`config.mk`:
```
export PLATFORM = sky130hd
export DESIGN_NAME = ahb_dma_copy
export DESIGN_NICKNAME = d
export VERILOG_FILES = /design/src/rtl/ahb_dma_copy.sv
export SDC_FILE = /design/constraint.sdc
export NUM_CORES = 1
export LEC_CHECK = 0
export BUFFER_PORTS_ARGS = -buffer_cell sky130_fd_sc_hd__buf_2
export CORE_MARGIN = 1
export CORE_UTILIZATION = 40
export CTS_CLUSTER_DIAMETER = 80
export DETAILED_ROUTE_END_ITERATION = 7
export PLACE_DENSITY = 0.73
export SYNTH_ARGS = -nofsm -noshare
export SYNTH_HDL_FRONTEND = slang
export SYNTH_SLANG_ARGS = --single-unit
```
`constraint.sdc`:
```
create_clock -name clk -period 2.4 [get_ports clk]
set_input_delay 0.12 -clock clk [delete_from_list [all_inputs] [get_ports clk]]
set_output_delay 0.12 -clock clk [all_outputs]
set_load 0.01 [all_outputs]
```
`src/rtl/ahb_dma_copy.sv`:
```
// ahb_dma_copy: AHB-lite manager copying count elements src->dst, one read and one write per element, pipelined.
// Define AHB_DMA_FIXED_SRC_EN to add src_fixed (non-incrementing source for peripheral FIFO reads).
module ahb_dma_copy #(
  parameter int W_ADDR  = 32,
  parameter int W_DATA  = 32,
  parameter int W_COUNT = 16
) (
  input  logic               clk,
  input  logic               rst_n,
  input  logic               start,
  input  logic [W_ADDR-1:0]  src_addr,
  input  logic [W_ADDR-1:0]  dst_addr,
  input  logic [W_COUNT-1:0] count,
  input  logic [1:0]         size,
`ifdef AHB_DMA_FIXED_SRC_EN
  input  logic               src_fixed,
`endif
  output logic               busy,
  output logic               done,
  output logic               err,
  input  logic               ahblm_hready,
  input  logic               ahblm_hresp,
  output logic [W_ADDR-1:0]  ahblm_haddr,
  output logic               ahblm_hwrite,
  output logic [1:0]         ahblm_htrans,
  output logic [2:0]         ahblm_hsize,
  output logic [2:0]         ahblm_hburst,
  output logic [3:0]         ahblm_hprot,
  output logic               ahblm_hmastlock,
  output logic [W_DATA-1:0]  ahblm_hwdata,
  input  logic [W_DATA-1:0]  ahblm_hrdata
);
  typedef enum logic [2:0] {IDLE, RD_A, RD_D_WR_A, WR_D_RD_A, WR_D_LAST, ERR} state_t;
  state_t r_state, w_next;
  logic [W_ADDR-1:0] r_src, r_dst, w_step, w_src_step, w_mask;
  logic [W_COUNT-1:0] r_rem;
  logic [1:0] r_size;
  logic [W_DATA-1:0] r_wdata, w_shifted, w_lanes;
  logic r_done, r_err;
  logic w_go, w_data_ph, w_err_hit, w_cap, w_finish;
  assign w_go      = (r_state == IDLE) && start;
  assign w_data_ph = (r_state == RD_D_WR_A) || (r_state == WR_D_RD_A) || (r_state == WR_D_LAST);
  // first error cycle (hready low) already aborts so the pending address phase is never accepted
  assign w_err_hit = w_data_ph && ahblm_hresp && !ahblm_hready;
  assign w_cap     = (r_state == RD_D_WR_A) && ahblm_hready;
  assign w_finish  = ahblm_hready && ((r_state == WR_D_LAST) || (r_state == ERR));
  assign w_step    = W_ADDR'(1) << r_size;
  assign w_mask    = ~((W_ADDR'(1) << size) - W_ADDR'(1));
  assign w_shifted = ahblm_hrdata >> {r_src[1:0], 3'b000};
  assign w_lanes   = (r_size == 2'd0) ? {(W_DATA/8){w_shifted[7:0]}} :
                     (r_size == 2'd1) ? {(W_DATA/16){w_shifted[15:0]}} : w_shifted;
`ifdef AHB_DMA_FIXED_SRC_EN
  logic r_fixed;
  always_ff @(posedge clk)
    if (!rst_n) r_fixed <= 1'b0;
    else if (w_go) r_fixed <= src_fixed;
  assign w_src_step = r_fixed ? '0 : w_step;
`else
  assign w_src_step = w_step;
`endif
  always_comb begin
    w_next = r_state;
    unique case (r_state)
      IDLE:      w_next = (start && count != '0) ? RD_A : IDLE;
      RD_A:      w_next = ahblm_hready ? RD_D_WR_A : RD_A;
      RD_D_WR_A: w_next = w_err_hit ? ERR : !ahblm_hready ? RD_D_WR_A :
                          (r_rem == W_COUNT'(1)) ? WR_D_LAST : WR_D_RD_A;
      WR_D_RD_A: w_next = w_err_hit ? ERR : ahblm_hready ? RD_D_WR_A : WR_D_RD_A;
      WR_D_LAST: w_next = w_err_hit ? ERR : ahblm_hready ? IDLE : WR_D_LAST;
      ERR:       w_next = ahblm_hready ? IDLE : ERR;
      default:   w_next = IDLE;
    endcase
  end
  always_ff @(posedge clk)
    if (!rst_n) r_state <= IDLE;
    else r_state <= w_next;
  always_ff @(posedge clk) begin
    if (!rst_n) begin
      r_src   <= '0;
      r_dst   <= '0;
      r_rem   <= '0;
      r_size  <= '0;
      r_wdata <= '0;
      r_done  <= 1'b0;
      r_err   <= 1'b0;
    end else begin
      r_done <= w_finish || (w_go && count == '0);
      if (w_go) begin
        r_src  <= src_addr & w_mask;
        r_dst  <= dst_addr & w_mask;
        r_rem  <= count;
        r_size <= size;
        r_err  <= 1'b0;
      end
      if (w_cap) begin
        r_wdata <= w_lanes;
        r_rem   <= r_rem - W_COUNT'(1);
        r_src   <= r_src + w_src_step;
        r_dst   <= r_dst + w_step;
      end
      if ((r_state == ERR) && ahblm_hready) r_err <= 1'b1;
    end
  end
  assign busy            = r_state != IDLE;
  assign done            = r_done;
  assign err             = r_err;
  assign ahblm_haddr     = (r_state == RD_D_WR_A) ? r_dst : r_src;
  assign ahblm_hwrite    = r_state == RD_D_WR_A;
  assign ahblm_htrans    = ((r_state == RD_A) || (r_state == RD_D_WR_A) || (r_state == WR_D_RD_A)) ? 2'b10 : 2'b00;
  assign ahblm_hsize     = {1'b0, r_size};
  assign ahblm_hburst    = 3'b000;
  assign ahblm_hprot     = 4'b0011;
  assign ahblm_hmastlock = 1'b0;
  assign ahblm_hwdata    = r_wdata;
endmodule

```
==> results.toml <==
[synthesis]
synth_edf_count = 0
ys_seq_area_share_pct = 30.31
synthArstFlopShare_pct = 0
synthTopCellsByCount = "dfxtp_1 (119), nand2_1 (108), a21oi_1 (99)"
avgSynthCellArea_um2 = 7.758
yosysUniqueCellTypes = 83
yosys_most_used_dff = "dfxtp_1"
syn_area_um2 = 7859
synth.most_common_cell = "dfxtp_1"
yosys_warnings = 0
synth_top_area_cell = "dfxtp_1"
yosys-top-cells-area = "dfxtp_1 (30%), a21oi_1 (6.3%), nand2_1 (5.2%), mux2_2 (4.3%), mux2i_1 (4.1%)"
synth_cells = 1013
synth_seq_cells = 119
synth_top_area_share_pct = 30.31

[final_layout]
nFillCells = 1810
drive_gt1_share_pct = 27.98
seqCellArea_um2 = 2390
multi_input_area_um2 = 5127
fin_util_pct = 54.08
fin_cells = 1500
nNetsFinal = 1355
syn_to_final_growth_pct = 30.44
antenna_cells = 0

[critical_path]
worstReg2RegStart = "r_size[1]"
worstPathArrival_ns = 2.68
required_ns = 2.74
start_kind = "register"
reg2reg_setup_slack_ns = 0.07
path_class = "reg -> reg"
rr_worst_depth = 9
cp_max_fo = 10
reg2reg_to = "r_dst[17]"
end_kind = "register"

[sta]
tightestPinTransition_ns = 0.8261
maxSlewHeadroom_pct = 44.72
drv_slew = 0
grt_setup_unrepaired = "true"
fin_crit_sh_pct = 97.21
fin_skew_ns = 0.01005
setup_viol = 0
whs_ns = 0.004087
setup_tns_ns = 0
fin_crit_ns = 2.333
max_freq_mhz = 428.6
hold_viol_final = 0

[routing]
ant_nets = 0
routed_wl_um = 27960
drt_iter0_markers = 756
num_vias = 8933
wl_per_cell_um = 18.64
drtPass1Iterations = 6
drc_errors = 0
vias_per_cell = 5.955

[floorplanning]
pin_count = 200
start_util_pct = 41.46
die_y_um = 142.2
num_rows = 50
dieArea_um2 = 20210
core_area_um2 = 18960
fp.dieW_um = 142.2

[placement]
place.gp.congestion = 0.9104
numPortBuffers = 189
detailed_place_hpwl_um = 19700
dp.cells = 1436

[worst_hold_path]
hp-start = "count[9]"
hold_path_class = "in -> reg"
holdPathEnd = "r_rem[9]"
whs_path_depth = 3

[clocking]
cts_max_level = 4
numCtsBuffers = 17
insertion_delay_ns = 0.42
cts_sinks = 119
clockBufferDepth = 2
root_buffer = "clkbuf_16"
clk_pin_slew_worst_paths_ns = 0.05
cts_tree = "yes"

[global_routing]
grt_pass1_vias = 8459
grt_max_degree = 54
grt_overflow_total = 0
track_usage_pct = 27.31
antenna_found_initial = 2
grt_pass1_wl_um = 43330

[outcome]
status = "finished clean"

[pwr]
power_mw = 6.268
power_density_nw_per_um2 = 611.5
ir_worst_vdd_mv = 0.4551
p_leak_nw = 4.275

[flow_run]
maxCapViolCount = 0
## logic make-up after synthesis
logic type,share of synthesized area [%]
buf+inv,6.352
fa+ha+maj,1.704
xor+xnor,2.340
mux,9.091
compound gates,26.14
flops,30.31
other cells,0.09556
simple gates,23.96
## repair_timing
action / in CTS / in global routing
endpoints found under the setup margin: 2 / 19
hold buffers: 31 / 0
buffers inserted: 0 / 1
hold endpoints to repair: 31 / 0
gates resized for setup: 1 / 10
cloned: 0 / 0
pin swaps: 0 / 6
## cell usage in the layout (no fill, tap or decap), types with 13 or more instances in the layout
cell,netlist,routed
o21ai_1,19,19
o211ai_1,14,14
a211oi_1,19,19
dlygate4sd3_1,0,31
buf_2,29,189
a22oi_1,22,22
clkbuf_16,0,17
o21ai_0,34,34
mux2i_1,32,32
a31oi_1,19,18
mux2_2,30,30
nor3_1,18,18
inv_1,14,13
and3_1,23,23
nand3_1,44,44
o22ai_1,13,13
nor2_1,78,77
dfxtp_1,119,117
xor2_1,15,15
nand4_1,21,21
nand2_1,108,108
buf_4,13,56
a21oi_1,99,99
## worst max-delay path, cell delays in order, from the launching register on
cell     delay [ns]
dfxtp_4        0.37
or2_1          0.25
inv_2          0.13
ha_4           0.17
a21o_1         0.14
and3_1         0.20
a311o_2        0.24
nand4_1        0.24
or3_1          0.37
a31oi_1        0.15
## where the power goes
group	total, mW	leakage (nW)	switching [mW]	internal (mW)
clock network	2.68	0.299	0.911	1.77
logic	1.31	3.00	0.744	0.571
registers	2.27	0.974	0.171	2.10
## registers in the layout, summed over array words and instances, names as in the netlist
name	cells
r_dst	32
r_src	32
err	1
done	1
ahblm_hwdata	32
r_size	2
r_state	3
r_rem	16
## worst max path at each step
stage               depth (start not counted)       from  slack, ns         to
CTS                                        10  r_size[0]       0.01  r_src[19]
detailed placement                         10  r_size[0]     -0.002  r_src[19]
global placement                           10  r_size[0]       0.05  r_src[19]
global route                               10  r_size[0]      -0.04   r_src[6]
floorplan                                  10  r_size[0]      0.006  r_src[19]
finish                                      9  r_size[1]       0.07  r_dst[17]
## final cells by class
type / count / share of cell area, %
clock buffer: 25 / 4.931
clock inverter: 7 / 1.123
inverter: 16 / 0.5859
multi-input combinational: 794 / 50.02
sequential: 119 / 23.31
tap: 260 / 3.173
timing repair buffer: 279 / 16.86
## per-stage QoR
stage / area [um^2] / worst slack (ns)
floorplan: 7955 / 0.006425
CTS: 10200 / 0.01083
global placement: 9264 / 0.05284
detailed placement: 9264 / -0.001563
global route: 10250 / -0.04383
finish: 10250 / 0.06704
## layer usage
metal	track usage [%]	up-vias	share of wire [%]
met5	0	-	0.082
met3	6.393	84	8.5
met1	34.47	4188	41
li1	-	4177	-
met2	43.73	480	46
met4	13.07	4	3.8
(Power assumes the default switching activity.)
